## src/rtl/wm_key_pkg.sv

```systemverilog
// ---------------------------------------------------------------------------
// wm_key_pkg : shared key indices and 24 MHz timing defaults for the panel
//              key conditioner. Rev 1.0
// ---------------------------------------------------------------------------
`default_nettype none

package wm_key_pkg;

  typedef enum int unsigned {
    KEY_START     = 0,
    KEY_WATERFULL = 1,
    KEY_STOP      = 2,
    KEY_RESET     = 3
  } wm_key_e;

  localparam int unsigned DEF_N_KEYS          = 4;
  localparam int unsigned DEF_DEBOUNCE_CYCLES = 240000;    // 10 ms at 24 MHz
  localparam int unsigned DEF_LONG_CYCLES     = 48000000;  // 2 s at 24 MHz
  localparam bit          DEF_ACTIVE_LOW      = 1'b1;

  // Raw pin level of an unpressed key.
  function automatic logic released_level(input bit active_low);
    return active_low;
  endfunction

endpackage

`default_nettype wire

```

## src/rtl/key_debounce_ch.sv

```systemverilog
// ---------------------------------------------------------------------------
// key_debounce_ch : one key channel - 2-FF sync, polarity normalize, strict
//                   consecutive-cycle debounce, press/release strobes and,
//                   with KEY_DEBOUNCE_LONGPRESS_EN, a long-hold strobe. Rev 1.0
// ---------------------------------------------------------------------------
`default_nettype none

module key_debounce_ch
  import wm_key_pkg::*;
#(
  parameter int unsigned DEBOUNCE_CYCLES = DEF_DEBOUNCE_CYCLES,
  parameter int unsigned LONG_CYCLES     = DEF_LONG_CYCLES,
  parameter bit          ACTIVE_LOW      = DEF_ACTIVE_LOW
) (
  input  logic clk,
  input  logic reset,
  input  logic raw_i,
  output logic level_o,
  output logic press_o,
  output logic release_o,
  output logic long_o
);

  localparam int unsigned     CW         = $clog2(DEBOUNCE_CYCLES + 1);
  localparam logic [CW-1:0]   ACCEPT_CNT = CW'(DEBOUNCE_CYCLES - 1);

  logic          sync1_q, sync2_q;
  logic          stable_q, stable_d;
  logic          press_q, press_d;
  logic          release_q, release_d;
  logic [CW-1:0] cnt_q, cnt_d;
  logic          norm;

  always_ff @(posedge clk) begin
    if (reset) begin
      sync1_q   <= released_level(ACTIVE_LOW);
      sync2_q   <= released_level(ACTIVE_LOW);
      cnt_q     <= '0;
      stable_q  <= 1'b0;
      press_q   <= 1'b0;
      release_q <= 1'b0;
    end else begin
      sync1_q   <= raw_i;
      sync2_q   <= sync1_q;
      cnt_q     <= cnt_d;
      stable_q  <= stable_d;
      press_q   <= press_d;
      release_q <= release_d;
    end
  end

  // Any sample matching the accepted level restarts the count.
  always_comb begin
    norm      = sync2_q ^ ACTIVE_LOW;
    cnt_d     = '0;
    stable_d  = stable_q;
    press_d   = 1'b0;
    release_d = 1'b0;
    if (norm != stable_q) begin
      if (cnt_q == ACCEPT_CNT) begin
        stable_d  = ~stable_q;
        press_d   = ~stable_q;
        release_d = stable_q;
      end else begin
        cnt_d = cnt_q + 1'b1;
      end
    end
  end

  assign level_o   = stable_q;
  assign press_o   = press_q;
  assign release_o = release_q;

`ifdef KEY_DEBOUNCE_LONGPRESS_EN
  localparam int unsigned   HW        = $clog2(LONG_CYCLES + 1);
  localparam logic [HW-1:0] HOLD_MAX  = HW'(LONG_CYCLES - 1);
  localparam logic [HW-1:0] HOLD_FIRE = HW'(LONG_CYCLES - 2);

  logic [HW-1:0] hold_q, hold_d;
  logic          long_q, long_d;

  always_ff @(posedge clk) begin
    if (reset) begin
      hold_q <= '0;
      long_q <= 1'b0;
    end else begin
      hold_q <= hold_d;
      long_q <= long_d;
    end
  end

  // Saturating at HOLD_MAX is what limits the strobe to once per press.
  always_comb begin
    hold_d = hold_q;
    long_d = 1'b0;
    if (!stable_q || press_q) begin
      hold_d = '0;
    end else if (hold_q != HOLD_MAX) begin
      hold_d = hold_q + 1'b1;
      long_d = (hold_q == HOLD_FIRE);
    end
  end

  assign long_o = long_q;
`else
  // Hold length is irrelevant when the long-press logic is not built.
  assign long_o = 1'b0 && (LONG_CYCLES != 0);
`endif

endmodule

`default_nettype wire

```

## src/rtl/key_debounce.sv

```systemverilog
// ---------------------------------------------------------------------------
// key_debounce : washer panel key conditioner, one independent debounce
//                channel per key. Optional long-press strobe is built when
//                KEY_DEBOUNCE_LONGPRESS_EN is defined. Rev 1.0
// ---------------------------------------------------------------------------
`default_nettype none

module key_debounce
  import wm_key_pkg::*;
#(
  parameter int unsigned N_KEYS          = DEF_N_KEYS,
  parameter int unsigned DEBOUNCE_CYCLES = DEF_DEBOUNCE_CYCLES,
  parameter bit          ACTIVE_LOW      = DEF_ACTIVE_LOW,
  parameter int unsigned LONG_CYCLES     = DEF_LONG_CYCLES
) (
  input  logic              clk,
  input  logic              reset,
  input  logic [N_KEYS-1:0] key_raw,
  output logic [N_KEYS-1:0] key_level,
  output logic [N_KEYS-1:0] press_pulse,
  output logic [N_KEYS-1:0] release_pulse,
  output logic [N_KEYS-1:0] long_pulse
);

  for (genvar i = 0; i < N_KEYS; i++) begin : g_ch
    key_debounce_ch #(
      .DEBOUNCE_CYCLES (DEBOUNCE_CYCLES),
      .LONG_CYCLES     (LONG_CYCLES),
      .ACTIVE_LOW      (ACTIVE_LOW)
    ) u_ch (
      .clk       (clk),
      .reset     (reset),
      .raw_i     (key_raw[i]),
      .level_o   (key_level[i]),
      .press_o   (press_pulse[i]),
      .release_o (release_pulse[i]),
      .long_o    (long_pulse[i])
    );
  end

endmodule

`default_nettype wire

```

## config.mk

```make
export PLATFORM = sky130hd
export DESIGN_NAME = key_debounce
export DESIGN_NICKNAME = d
export VERILOG_FILES = /design/src/rtl/wm_key_pkg.sv /design/src/rtl/key_debounce_ch.sv /design/src/rtl/key_debounce.sv
export SDC_FILE = /design/constraint.sdc
export NUM_CORES = 1
export LEC_CHECK = 0
export CORE_MARGIN = 2
export CORE_UTILIZATION = 53
export CTS_CLUSTER_DIAMETER = 80
export DETAILED_ROUTE_END_ITERATION = 10
export PLACE_DENSITY_LB_ADDON = 0.15
export SYNTH_ARGS = -nofsm -noshare
export SYNTH_HDL_FRONTEND = slang
export SYNTH_SLANG_ARGS = --single-unit
```

## constraint.sdc

```tcl
create_clock -name clk -period 1.95 [get_ports clk]
set_input_delay 0.195 -clock clk [delete_from_list [all_inputs] [get_ports clk]]
set_output_delay 0.195 -clock clk [all_outputs]
set_load 0.1 [all_outputs]
```

# Word-level counts from Yosys, hierarchy flattened
# Index checks and enable logic that the tools add are counted.
# op_classes
n_addsub	4
multipliers	0
div	0
n_lt_le_gt_ge	0
n_eq_ne	8
shift	0
n_mux	0
bitwise	16
n_reduce_logical	12
# op_table
operator	n
$add A18 B1 Y18 const B	4
$eq A18 B18 Y1 const B	4
$reduce_or A3 Y1	8
$not A1 Y1	16
$reduce_and A2 Y1	4
$ne A1 B1 Y1	4
# word_totals
reg_bits	92
latchBits	0
mem_bits_rw	0
mem_bits_ro	0
input_bits	6
wordCells	64
memories	0

# Longest topological paths before layout
# Gate-level depths: netlist of run 1.
# logic_depth
word_depth	4
depth_mapped	7

# Modules after synthesis
# From an unflattened synthesis of run 1, not the netlist that was laid out.
# unflattened
cells_unflattened	452
area_unflattened_um2	4073.9
# modules_own_cells
mod	n_inst	cells_each	area_each_um2
key_debounce_ch	4	113	1018.5

# Worst setup path before layout of run 1
# OpenSTA, ideal clock, no wires.
# synth_timing
path_type	register to register
start	reg g_ch[1].u_ch.cnt_q[0]
end	reg g_ch[1].u_ch.cnt_q[10]
setup_ns	0.128
arrival_time_ns	1.746
t_required_ns	1.822
path_slack_ns	0.077
stages_incl_launch_ff	8
n_path_buf	2
synth_period_minus_slack_ns	1.873
cell_sequence	dfxtp_1 -> ha_1 -> nand4_1 -> nor2_1 -> a31o_2 -> clkbuf_1 -> clkbuf_1 -> nor2_1
# synth_via
elab_chain_len	2
# synth_rtl
item	line	text
start: declaration	key_debounce_ch.sv:31	logic [CW-1:0] cnt_q, cnt_d;
start signal: assignment	key_debounce_ch.sv:45	cnt_q <= cnt_d;
parallel branches: the longest is 2 deep, another holds $add A18 B1 Y18	n/a	
# Parallel ways; which one is timed is not known.
# A chain may end at the register's enable or synchronous reset.

# Worst setup path after layout of run 1
# layout_timing
start	reg g_ch[2].u_ch.cnt_q[7]
end	reg g_ch[2].u_ch.cnt_q[17]
# layout_via
elab_chain_len	2
# layout_rtl
item	line
start: declaration	key_debounce_ch.sv:31
start signal: assignment	key_debounce_ch.sv:45
parallel branches: the longest is 2 deep, another holds $add A18 B1 Y18	n/a
# Parallel ways; which one is timed is not known.

==> impl_metrics.py, run 1 <==
metrics = {
    "cells_and_area": {
        "layout-drive-gt1-share_pct": 13.11,
        "mostFrequentLayoutCell": "dfxtp_1",
        "layout_common_cells": "dfxtp_1 (91), nor2_1 (69), xnor2_1 (35)",
        "nets": 493,
        "diodes": 0,
        "postLayoutCellArea_sq_um": 4509,
        "areaGrowthSynthToFinish_pct": 11.30,
    },
    "clock_tree": {
        "cts_made_buffers": 9,
        "clk_pin_slew_ns": 0.08,
        "cts_tree": "built",
        "clk_latency_ns": 0.34,
        "h-tree-depth": 3,
        "clock-sinks": 92,
        "clockBufferDepth": 2,
        "cts_root_buf": "clkbuf_8",
    },
    "sta": {
        "final_hold_viol_count": 0,
        "maxSlewViolCount": 0,
        "period_share_pct": 91.68,
        "finClkSkew_ns": 0.005654,
        "rsz0062_at_grt": "false",
        "setup_tns_ns": 0,
        "finalSetupViolations": 0,
        "max_freq_ghz": 0.5593,
        "fin_crit_ns": 1.788,
    },
    "floorplan": {
        "core_area_sq_um": 7331,
        "die_area_sq_um": 8359,
        "dieWidth_microns": 91.43,
        "die_y_microns": 91.43,
        "pin_count": 22,
        "start_util_pct": 55.27,
        "row_count": 31,
    },
    "min_path": {
        "holdCritPathClass": "input pin to register",
    },
    "power_and_ir_drop": {
        "power_density_nw_per_um2": 751.6,
        "ir_drop_mv": 0.4437,
        "p_leak_nw": 1.411,
    },
    "grt": {
        "grt.overflow.total": 0,
        "grt_max_degree": 19,
        "grt_pass1_wl_mm": 12.95,
        "grt_pass1_vias": 2908,
        "grt_use_total_pct": 18.62,
        "grt_antenna_before_repair": 0,
    },
    "critical_path": {
        "path_cells": "nand4_1 > or2_2 > or4b_2 > a21oi_1",
        "arrival_ns": 2.07,
        "path_buf_inv": 0,
        "cpMaxStageDelayCell": "or4b_2",
        "path_class": "register to register",
        "max_stage_delay_ns": 0.62,
        "cp-start-kind": "register",
        "worstPathMaxFanout": 7,
        "endpoint_kind": "register",
        "path_delay_family": "simple AND/OR/NAND/NOR gates",
        "worstPathRequired_ns": 2.23,
    },
    "placement": {
        "place_congestion": 0.7907,
        "io_buffers": 17,
        "place_area_sq_um": 4280,
        "dp.final_hpwl_mm": 5.258,
    },
    "detailed_routing": {
        "drtIter0Drc": 66,
        "post_drt_wl_per_cell_microns": 12.51,
        "drtAntennaViolNets": 0,
        "viasPerCell": 5.417,
        "num_vias": 3180,
        "firstDrtPassIters": 5,
        "remaining_drc_errors": 0,
        "wirelength_mm": 7.343,
    },
    "synth": {
        "synth_area_leaders": "dfxtp_1 (45%), xnor2_1 (7.6%), nor2_1 (6.4%), xor2_1 (4.3%), nand4_1 (3.7%)",
        "synth_top_cell_by_area": "dfxtp_1",
        "async_flop_share_pct": 0,
        "syn_area_per_cell_sq_um": 8.713,
        "ys_types": 38,
        "syn_inst": 465,
        "synth_edf_count": 0,
        "synth-seq-cells": 92,
        "ys.flop_type": "dfxtp_1",
        "ys_seq_area_share_pct": 45.46,
        "synth.top_cell.area_share_pct": 45.46,
        "syn_area_sq_um": 4051,
        "synth_warnings": 0,
    },
    "run": {
        "cap_violations": 0,
    },
    "status": {
        "status": "finished clean",
    },
}
[power by group]
part           internal, mW  switching, mW  leakage (nW)
registers              1.89        0.00600         0.743
logic                0.0246         0.0584         0.554
clock network         0.796          0.617         0.114
[repair_timing]
item / CTS / global route
endpoints found under the setup margin: 0 / 1
gates resized for setup: 0 / 1
setup buffers: 0 / 0
hold buffers: 0 / 0
[kinds of logic (layout without fill, tap and decap cells)]
group	after synthesis	count (layout)	synth area share (%)
and+or+nand+nor	240	240	31.01
DFF	92	92	45.46
xor gates and xnor gates	55	55	11.89
buffers and inverters	39	59	5.219
AOI/OAI and AO/OA	34	34	5.096
adders and majority gates	4	4	1.235
other	1	4	0.09256
[metrics by stage]
step                std cells  utilization [%]  hold slack, ns  setup slack, ns  total power, mW
global placement          571            58.39          0.3951           0.1914            2.019
global route              587            61.51          0.3943          0.03627            3.515
detailed placement        571            58.39          0.3947           0.1658            2.021
finish                    587            61.51          0.4095           0.1622            3.389
floorplan                 468                -          0.2988          0.07654            2.003
CTS                       587            61.50          0.3963           0.1402            3.432
[path summary, 6_finish.rpt]
check	cells after the start	end	startpoint	slack (ns)
setup / recovery	4	g_ch[2].u_ch.cnt_q[17]	g_ch[2].u_ch.cnt_q[7]	0.16
hold / removal	2	g_ch[1].u_ch.sync1_q	key_raw[1]	0.41
setup reg to reg	4	g_ch[2].u_ch.cnt_q[17]	g_ch[2].u_ch.cnt_q[7]	0.16
hold reg to reg	1	g_ch[0].u_ch.sync2_q	g_ch[0].u_ch.sync1_q	0.42
[worst register-to-register path, delay by kind of cell, from the launching register on]
| kind | cells | cell delay [ns] |
|---|---|---|
| flip-flops | 1 | 0.44 |
| AO/OA/AOI/OAI | 1 | 0.15 |
| AND/OR/NAND/NOR | 3 | 1.14 |
[synth_stat cells, types with 5 or more instances]
cell type / n
nand4_1: 24
and2_1: 6
a21oi_1: 16
dfxtp_1: 92
and4_1: 5
and3_1: 8
xor2_1: 20
buf_4: 16
nand2_1: 31
nand3_1: 29
xnor2_1: 35
nor2_1: 69
inv_1: 8
clkbuf_1: 11
nor3_1: 18
or4_1: 7
nor4_1: 16
or2_2: 13
[registers in the layout, summed over array words and instances (netlist names)]
signal,flops
g_ch.u_ch.sync1_q,4
g_ch.u_ch.cnt_q,72
g_ch.u_ch.release_o,4
g_ch.u_ch.sync2_q,4
g_ch.u_ch.press_o,4
g_ch.u_ch.level_o,4
[per-layer routing]
| layer | global-route usage, % | share of wire [%] | vias to the layer above |
|---|---|---|---|
| met5 | 0 | 0 | - |
| met4 | 4.924 | 0.79 | 0 |
| met3 | 4.979 | 3.2 | 5 |
| met2 | 30.33 | 47 | 53 |
| met1 | 24.38 | 49 | 1479 |
| li1 | - | - | 1643 |
[final cells by class]
| cell class | count | area [sq um] |
|---|---|---|
| Inverter | 8 | 30.03 |
| Timing Repair Buffer | 35 | 275.3 |
| Clock inverter | 3 | 68.82 |
| Tap cell | 99 | 123.9 |
| Multi-Input combinational cell | 337 | 2009 |
| Sequential cell | 92 | 1843 |
| Fill cell | 656 | 2821 |
| Clock buffer | 13 | 158.9 |
(Power assumes the default switching activity.)
==> inputs of run 2 (changes only) <==
--- a/config.mk
+++ b/config.mk
@@ -5,8 +5,9 @@
 export SDC_FILE = /design/constraint.sdc
 export NUM_CORES = 1
 export LEC_CHECK = 0
+export CAP_MARGIN = 20
 export CORE_MARGIN = 2
-export CORE_UTILIZATION = 53
+export CORE_UTILIZATION = 60
 export CTS_CLUSTER_DIAMETER = 80
 export DETAILED_ROUTE_END_ITERATION = 10
 export PLACE_DENSITY_LB_ADDON = 0.15
==> constraint.sdc (replaced) <==
create_clock -name clk -period 2.2 [get_ports clk]
set_input_delay 0.22 -clock clk [delete_from_list [all_inputs] [get_ports clk]]
set_output_delay 0.22 -clock clk [all_outputs]
set_load 0.1 [all_outputs]
==> run 2 against run 1 <==
  * Flip-flop and latch count stayed put
  * Hold slack better by 0.0037 ns
  * Global-route usage is 2.3 points higher
  * Sequential share of layout area is 0.89 points higher
  * Worst setup slack better by 0.10 ns
  * Clock skew is 0.0053 ns higher
  * Critical endpoint is now g_ch[3].u_ch.cnt_q[17]
  * Power is 14% lower
  * Sequential power is 11% lower
  * Final cell count is 5.1% lower
  * Wire length is 0.76% higher
  * Via count stayed put
  * First-iteration DRC count is 70% higher
==> impl_metrics.py, run 2 (synthesized netlist as in run 1, its figures left out) <==
metrics = {
    "floorplan": {
        "core_area_sq_um": 6422,
        "pin_count": 22,
        "dieWidth_microns": 86.17,
        "row_count": 29,
        "start_util_pct": 63.08,
        "die_area_sq_um": 7425,
        "die_y_microns": 86.17,
    },
    "clock_tree": {
        "cts_made_buffers": 9,
        "cts_resized": 0,
        "cts_tree": "built",
        "clk_latency_ns": 0.35,
        "clk_pin_slew_ns": 0.08,
        "post_cts_buffers": 0,
        "ctsHoldBuffers": 0,
        "clockBufferDepth": 2,
        "clock-sinks": 92,
        "h-tree-depth": 3,
        "cts_root_buf": "clkbuf_8",
    },
    "power_and_ir_drop": {
        "finalPower_mw": 2.925,
        "pwr-share-seq_pct": 57.4,
        "switching_share_pct": 21.11,
        "clkPwrFrac_pct": 40.1,
        "p_comb_share_pct": 2.6,
        "ir_drop_mv": 0.3752,
        "p_switching_uw": 617.5,
        "p_leak_nw": 1.362,
        "power_density_nw_per_um2": 663.2,
        "intPower_mw": 2.307,
    },
    "detailed_routing": {
        "drtAntennaViolNets": 0,
        "post_drt_wl_per_cell_microns": 13.28,
        "remaining_drc_errors": 0,
        "wirelength_mm": 7.399,
        "num_vias": 3180,
        "viasPerCell": 5.709,
        "firstDrtPassIters": 4,
        "drtIter0Drc": 112,
    },
    "grt": {
        "grt_use_total_pct": 20.96,
        "grt_pass1_wl_mm": 12.60,
        "grt_max_degree": 19,
        "grt_pass1_vias": 2846,
        "grt_antenna_before_repair": 0,
        "grt.overflow.total": 0,
    },
    "min_path": {
        "min_delay_worst_endpoint": "g_ch[2].u_ch.sync2_q",
        "holdCritPathClass": "register to register",
        "hp-start": "g_ch[2].u_ch.sync1_q",
        "hold_depth": 1,
    },
    "sta": {
        "period_share_pct": 87.97,
        "max_freq_ghz": 0.5167,
        "maxSlewViolCount": 0,
        "rsz0062_at_grt": "false",
        "finalSetupViolations": 0,
        "finClkSkew_ns": 0.01095,
        "setup_slack_ns": 0.2646,
        "hold_ws_ns": 0.4132,
        "setup_tns_ns": 0,
        "fin_crit_ns": 1.935,
        "final_hold_viol_count": 0,
    },
    "cells_and_area": {
        "largest-register": "g_ch.u_ch.cnt_q",
        "areaGrowthSynthToFinish_pct": 8.863,
        "mostFrequentLayoutCell": "dfxtp_1",
        "diodes": 0,
        "regArea_sq_um": 1842,
        "layout_common_cells": "dfxtp_1 (92), nor2_1 (69), xnor2_1 (35)",
        "multi_input_area_sq_um": 2009,
        "layout-drive-gt1-share_pct": 11.88,
        "stdcell_count": 557,
        "nets": 486,
        "largest_register_ffs": 72,
        "num-fill-cells": 546,
    },
    "placement": {
        "pre_cts_ws_ns": 0.1860,
        "dp.final_hpwl_mm": 5.234,
        "place_congestion": 0.8395,
        "dp.cells": 541,
        "io_buffers": 17,
    },
    "critical_path": {
        "path_class": "register to register",
        "cp-start-kind": "register",
        "arrival_ns": 2.22,
        "r2r_end": "g_ch[3].u_ch.cnt_q[17]",
        "rrSetupSlack_ns": 0.26,
        "r2r-start": "g_ch[3].u_ch.cnt_q[7]",
        "endpoint_kind": "register",
        "worstPathMaxFanout": 8,
        "worstPathRequired_ns": 2.48,
        "r2r_cells": 4,
    },
    "run": {
        "cap_violations": 0,
    },
    "status": {
        "status": "finished clean",
    },
}
run 2: changes by cell type in the layout (fill, tap and decap cells not counted):
| cell | change |
|---|---|
| bufinv_16 | -1 |
| dfxtp_1 | +1 |
| clkbuf_8 | +1 |
| buf_4 | -7 |
| dfxtp_2 | -1 |
| clkinv_4 | -1 |
| clkbuf_1 | -2 |
| clkinvlp_4 | +2 |
run 2: worst max path at each step:
stage	from	to	slack (ns)	cells after the start
finish	g_ch[3].u_ch.cnt_q[7]	g_ch[3].u_ch.cnt_q[17]	0.26	4
detailed placement	g_ch[3].u_ch.cnt_q[2]	g_ch[3].u_ch.cnt_q[4]	0.19	4
CTS	g_ch[3].u_ch.cnt_q[2]	g_ch[3].u_ch.cnt_q[4]	0.18	4
floorplan	g_ch[1].u_ch.cnt_q[0]	g_ch[1].u_ch.cnt_q[10]	0.33	7
global placement	g_ch[3].u_ch.cnt_q[12]	g_ch[3].u_ch.cnt_q[15]	0.24	4
global route	g_ch[3].u_ch.cnt_q[7]	g_ch[3].u_ch.cnt_q[17]	0.16	4
run 2: through the flow:
| step | utilization [%] | instance area [sq um] |
|---|---|---|
| after global placement | 65.28 | 4193 |
| after global routing | 68.67 | 4410 |
| after floorplan | - | 4063 |
| final | 68.67 | 4410 |
| after CTS | 68.56 | 4403 |
| after detailed placement | 65.28 | 4193 |
run 2: layer usage:
layer	part of all wire, %	global-route usage, %	up-vias	wire [microns]
met5	0	0	-	0
met3	2.6	5.238	10	191
li1	-	-	1628	-
met4	1.2	8.523	0	87
met2	47	33.26	57	3466
met1	49	27.52	1485	3653
run 2: worst max-delay path, stage by stage, from the launching register on:
cell     delay, ns
dfxtp_1       0.43
nand4_2       0.23
or4_1         0.58
or4_1         0.48
a21oi_1       0.15
run 2: area by class of cell:
cell class                      count  area share [%]
Clock buffer                       12           3.745
Timing Repair Buffer               28           5.050
Inverter                            8          0.6809
Tap cell                           77           2.184
Sequential cell                    92           41.76
Multi-Input combinational cell    337           45.56
Clock inverter                      3           1.021
run 2: power groups by stage:
stage          Clock, mW  Combinational, mW  Sequential, mW
6_report            1.17             0.0747            1.68
5_1_grt             1.27             0.0804            1.68
3_5_place_dp           0             0.0738            1.72
4_1_cts             1.20             0.0742            1.68
3_3_place_gp           0             0.0734            1.72
2_1_floorplan          0             0.0596            1.72
==> RTL edit 1 (flow settings as in run 2) <==
Register the output `key_level`, without a reset; this adds one clock of latency there. The other outputs are not delayed to match.
--- a/src/rtl/key_debounce.sv
+++ b/src/rtl/key_debounce.sv
@@ -22,6 +22,8 @@
   output logic [N_KEYS-1:0] long_pulse
 );
 
+  logic [N_KEYS-1:0] key_level_d;
+
   for (genvar i = 0; i < N_KEYS; i++) begin : g_ch
     key_debounce_ch #(
       .DEBOUNCE_CYCLES (DEBOUNCE_CYCLES),
@@ -31,13 +33,17 @@
       .clk       (clk),
       .reset     (reset),
       .raw_i     (key_raw[i]),
-      .level_o   (key_level[i]),
+      .level_o   (key_level_d[i]),
       .press_o   (press_pulse[i]),
       .release_o (release_pulse[i]),
       .long_o    (long_pulse[i])
     );
   end
 
+  always_ff @(posedge clk) begin
+      key_level <= key_level_d;
+  end
+
 endmodule
 
 `default_nettype wire
Function: same outputs for any inputs over 10 cycles, from zero or initial values and one cycle with reset high; that may be too few to reach the edited logic, so the function may still have changed.
==> RTL edit 1 against run 2 <==
Design area fell by 0.28%; worst setup slack improved by 77 ps; utilization down 0.19 points; clock skew decreased by 3.7 ps; wire length shrank 4.4%; area after synthesis decreased by 0.56%; power is 0.85% lower; sequential cell count rose by 4; cell count down 1.6%; global-route usage down 0.12 points; critical path type unchanged; largest cell class unchanged; largest power group unchanged.
==> RTL edit 1: results (changes against run 2) <==
Run status
  • Status: complete, no violations

Synthesis
  • Top cells by count, synth: 96 x dfxtp_1, 69 x nor2_1, 40 x xnor2_1, 28 x nand3_1, 24 x nand2_1
  • Synth area leaders: dfxtp_1 48%, xnor2_1 8.7%, nor2_1 6.4%
  • Yosys cell types: 36 (-5.3%)
  • Ys async rst share: 0% (unchanged)
  • Sequential fraction of the synthesis area: 47.70% (+2.2 points)

GRT
  • First-pass GRT wire length: 12.56 mm (-0.28%)
  • Largest net degree at the start of global routing: 25 (+6)
  • Initial antenna violation count: 0 (unchanged)
  • Number of global-route vias before repair: 2917 (+2.5%)
  • GRT Util Overall: 20.84% (-0.12 points)

Place
  • Gpl congestion: 0.8671 (+3.3%)
  • Final HPWL DP: 4.986 mm (-4.7%)
  • I/O Buffers: 17 (unchanged)
  • Place WS: 410.7 ps (+224.7 ps)

Hold path
  • Hold Path Origin: g_ch[3].u_ch.level_o$_SDFFE_PP0P_

Setup path
  • Setup slack, reg-to-reg: 340 ps (+80 ps)
  • Launch point of the critical path: g_ch[2].u_ch.cnt_q[2]$_SDFF_PP0_
  • Critical path's slowest cell: nor4_1
  • Slowest stage delay, CP: 490 ps (-90 ps)
  • Top delay family on crit path: simple AND/OR/NAND/NOR gates
  • Crit path max fanout: 7 (-1)
  • R2r worst-path depth: 4 (unchanged)
  • Critical R2R Capture: g_ch[2].u_ch.cnt_q[17]$_SDFF_PP0_
  • Setup CP Type: flop to flop

Timing
  • Period minus WS final: 1859 ps (-76.55 ps)
  • Final Skew: 7.227 ps (-3.725 ps)
  • Actual slew at the worst max-slew pin: 527.5 ps

Cells and area
  • Ratio of cells with drive above 1 in the final layout: 11.46% (-0.41 points)
  • Antenna diode count: 0 (unchanged)
  • Layout Nets: 476 (-2.1%)

Clock network
  • Post-CTS Setup Repair Bufs: 0 (unchanged)
  • CTS H-Tree Depth: 3 (unchanged)
  • Cts bufs inserted: 9 (unchanged)
  • Worst-path clk slew: 90 ps

Drt
  • Routed len/inst: 12.90 um (-2.9%)
  • Vias: 3064 (-3.6%)
  • Initial DRC count: 86 (-23%)
  • Pre-antenna DRT Iters: 4 (unchanged)

Power
  • Max IR drop VDD: 0.3929 mV (+4.7%)
  • Static Leak: 1.363 nW (about the same)
==> RTL edit 1: cell count changes in the layout (fill, tap and decap cells not counted), sizes merged, moves of 3 or more <==
cell / run 2 / this run
nor3: 18 / 21
dfxtp: 92 / 96
xnor2: 35 / 40
nand2: 31 / 24
a21oi: 16 / 12
nor4: 16 / 20
buf: 23 / 19
==> RTL edit 1: worst min path at each step <==
stage | end | depth (start not counted)
2_1_floorplan | g_ch[0].u_ch.sync1_q$_SDFF_PP1_ | 1
3_3_place_gp | key_level[0]$_DFF_P_ | 0
3_5_place_dp | key_level[3]$_DFF_P_ | 0
4_1_cts | key_level[1]$_DFF_P_ | 0
5_1_grt | key_level[1]$_DFF_P_ | 0
6_report | key_level[3]$_DFF_P_ | 0
==> RTL edit 1: final cells by class <==
class | count | area [sq um]
Timing Repair Buffer | 24 | 192.7
Sequential cell | 96 | 1922
Multi-Input combinational cell | 325 | 1957
Inverter | 10 | 37.54
Tap cell | 77 | 96.34
Clock inverter | 4 | 27.53
Clock buffer | 12 | 165.2
Fill cell | 531 | 2024
==> RTL edit 1: cells by family (layout without fill, tap and decap cells) <==
group                    Yosys count  after routing  synth area share [%]
adder cells (fa/ha/maj)            4              4                 1.242
flip-flops                        96             96                 47.70
XOR/XNOR                          58             58                 12.61
other                              1              4               0.09308
AO/OA/AOI/OAI                     27             27                 3.851
buffers and inverters             30             50                 4.006
AND/OR/NAND/NOR                  232            232                 30.50
==> RTL edit 1: layer usage <==
metal | GRT usage, % | vias to the layer above | share of wire, %
met5 | 0 | - | 0
met4 | 8.658 | 0 | 1.2
met3 | 3.561 | 9 | 2.9
met2 | 33.26 | 58 | 46
met1 | 27.96 | 1405 | 50
li1 | - | 1592 | -
==> RTL edit 1: power breakdown <==
group	total, mW	switching, mW	internal (mW)
Combinational	0.0724	0.0517	0.0207
Sequential	1.75	0.00581	1.74
Clock	1.08	0.575	0.502
==> RTL edit 1: stage by stage <==
stage | cell area (sq um) | power, mW | cells | hold slack [ps]
6_report | 4398 | 2.900 | 548 | 391.8
5_1_grt | 4398 | 3.020 | 548 | 405.4
4_1_cts | 4398 | 2.930 | 548 | 391.7
3_5_place_dp | 4205 | 1.864 | 532 | 381.4
3_3_place_gp | 4205 | 1.863 | 532 | 372.2
2_1_floorplan | 4040 | 1.848 | 451 | 323.8
==> RTL edit 2 (settings of run 2) <==
Made on the original files. Add a define of `KEY_DEBOUNCE_LONGPRESS_EN`.
--- a/src/rtl/key_debounce_ch.sv
+++ b/src/rtl/key_debounce_ch.sv
@@ -4,6 +4,8 @@
 //                   with KEY_DEBOUNCE_LONGPRESS_EN, a long-hold strobe. Rev 1.0
 // ---------------------------------------------------------------------------
 `default_nettype none
+
+`define KEY_DEBOUNCE_LONGPRESS_EN
 
 module key_debounce_ch
   import wm_key_pkg::*;
Function: same outputs for any inputs over 10 cycles, from zero or initial values and one cycle with reset high; that may be too few to reach the edited logic, so the function may still have changed.
==> RTL edit 2 against run 2 <==
Area after synthesis up 120%; wire length up 130%; count of clock-buffer cells in the layout up 11; via count grew 120%; design area grew 130%; power is 130% higher; critical path depth rose by 1; worst setup slack lost 220 ps; clock skew fell by 3.7 ps; sequential cell count increased by 108; fmax fell by 10%.
==> RTL edit 2: results (changes against run 2) <==
Run status
  • Status: complete, no violations

Hold path
  • WHS Endpoint: g_ch[1].u_ch.sync1_q$_SDFF_PP1_
  • Hold crit path type: input pin to flop
  • Worst hold path depth: 2 (+1)
  • Hold Path Origin: key_raw[1]

Cells and area
  • Antenna diode count: 0 (unchanged)
  • Largest regs: g_ch.u_ch.hold_q x104, g_ch.u_ch.cnt_q x72
  • Ratio of cells with drive above 1 in the final layout: 10.12% (-1.8 points)

Drt
  • Final wirelength: 16.83 mm (+130%)
  • Vias: 7138 (+120%)
  • Initial DRC count: 350 (+210%)
  • Avg Vias per Cell: 5.661 (-0.85%)
  • Pre-antenna DRT Iters: 4 (unchanged)

Clock network
  • Clk_lat worst skew: 430 ps (+80 ps)
  • CTS max path bufs: 2 (unchanged)
  • Cts bufs inserted: 17 (+8)
  • Worst-path clk slew: 70 ps
  • Root Buffer: clkbuf_16
  • CTS H-Tree Depth: 4 (+1)

GRT
  • Number of global-route vias before repair: 6665 (+130%)
  • Initial antenna violation count: 0 (unchanged)
  • Largest net degree at the start of global routing: 25 (+6)
  • GRT Util Overall: 22.01% (+1.0 points)
  • First-pass GRT wire length: 29.43 mm (+130%)

Timing
  • Final Skew: 7.288 ps (-3.663 ps)
  • Actual slew at the worst max-slew pin: 579.7 ps

Power
  • Max IR drop VDD: 0.7977 mV (+110%)
  • Static Leak: 3.282 nW (+140%)
  • Net switching power: 1.375 mW (+120%)

Synthesis
  • Ys Warns: 0 (unchanged)
  • Synth area leaders: dfxtp_1 45%, xor2_1 6.8%, nor2_1 6.7%
  • Sequential fraction of the synthesis area: 44.67% (-0.79 points)
  • Mapped Nets: 1056
  • Primary FF master, synth: dfxtp_1
  • Top cells by count, synth: 200 x dfxtp_1, 159 x nor2_1, 73 x nand2_1, 70 x xor2_1, 57 x nand3_1
  • Ys async rst share: 0% (unchanged)
  • Cells after Synth: 1038 (+120%)
  • Yosys cell types: 49 (+29%)

Place
  • Placed Area: 9382 sq um (+120%)
  • DP Cell Count: 1228 (+130%)
  • I/O Buffers: 21 (+4)
  • Final HPWL DP: 11.21 mm (+110%)
  • Gpl congestion: 0.7688 (-8.4%)

Setup path
  • R2R Path Start: g_ch[3].u_ch.hold_q[10]$_SDFFE_PP0P_
  • Crit path max fanout: 3 (-5)
  • Critical R2R Capture: g_ch[3].u_ch.hold_q[6]$_SDFFE_PP0P_
  • Arrival @ worst endpoint: 2520 ps (+300 ps)
  • R2r worst-path depth: 5 (+1)
  • Setup slack, reg-to-reg: 40 ps (-220 ps)
==> RTL edit 2: worst max-delay path by stage <==
stage                                              start                             endpoint  slack [ps]  cells after the start
floorplan           g_ch[3].u_ch.hold_q[12]$_SDFFE_PP0P_  g_ch[3].u_ch.hold_q[6]$_SDFFE_PP0P_          50                      5
global placement    g_ch[3].u_ch.hold_q[10]$_SDFFE_PP0P_  g_ch[3].u_ch.hold_q[6]$_SDFFE_PP0P_          70                      5
detailed placement  g_ch[3].u_ch.hold_q[10]$_SDFFE_PP0P_  g_ch[3].u_ch.hold_q[6]$_SDFFE_PP0P_          30                      5
CTS                 g_ch[3].u_ch.hold_q[10]$_SDFFE_PP0P_  g_ch[3].u_ch.hold_q[6]$_SDFFE_PP0P_          30                      5
global route        g_ch[3].u_ch.hold_q[10]$_SDFFE_PP0P_  g_ch[3].u_ch.hold_q[6]$_SDFFE_PP0P_         -30                      5
finish              g_ch[3].u_ch.hold_q[10]$_SDFFE_PP0P_  g_ch[3].u_ch.hold_q[6]$_SDFFE_PP0P_          40                      5
==> RTL edit 2: cells by family after synthesis <==
family                     synth area share [%]
and+or+nand+nor                           31.88
DFF                                       44.67
xor gates and xnor gates                  12.02
AOI/OAI and AO/OA                         5.611
buffers and inverters                     3.699
adders and majority gates                 1.675
muxes                                    0.4467
==> RTL edit 2: per-stage QoR <==
step | worst slack [ps] | hold WS, ps
global placement | 69.17 | 395.9
CTS | 30.54 | 322.3
finish | 44.68 | 344.6
floorplan | 50.54 | 323.8
detailed placement | 34.66 | 399.3
global route | -30.27 | 333.1
==> RTL edit 2: repair_timing <==
action	4_1_cts	5_1_grt
buffers inserted	0	1
hold buffers	0	0
resized for setup	0	2
endpoints found under the setup margin	0	4
==> RTL edit 2: area by class of cell <==
type,instances,area (sq um)
multi-input combinational,766,4632
timing repair buffer,58,447.9
fill,1156,4587
inverter,21,78.83
clock inverter,9,111.4
sequential,200,4004
clock buffer,23,498.0
tap,184,230.2
==> RTL edit 2: critical path, cell delays in order, from the launching register on <==
cell and delay [ps]:
dfxtp_1 320, or4b_4 540, or4_4 530, or4_4 470, nand2_2 80, mux2i_1 160
==> RTL edit 2: power groups by stage <==
stage          clock [mW]  sequential [mW]  combinational [mW]
3_3_place_gp            0             3.72              0.0458
6_report             3.18             3.63              0.0463
4_1_cts              3.25             3.63              0.0469
2_1_floorplan           0             3.71              0.0254
5_1_grt              3.39             3.63              0.0520
3_5_place_dp            0             3.72              0.0467
==> RTL edit 2: metal layers <==
metal | wire length, um | GRT usage (%) | vias up
met1 | 8357 | 28.18 | 3345
met4 | 253 | 7.434 | 0
li1 | - | - | 3678
met2 | 7753 | 36.40 | 94
met3 | 470 | 5.523 | 21
met5 | 0 | 0 | -
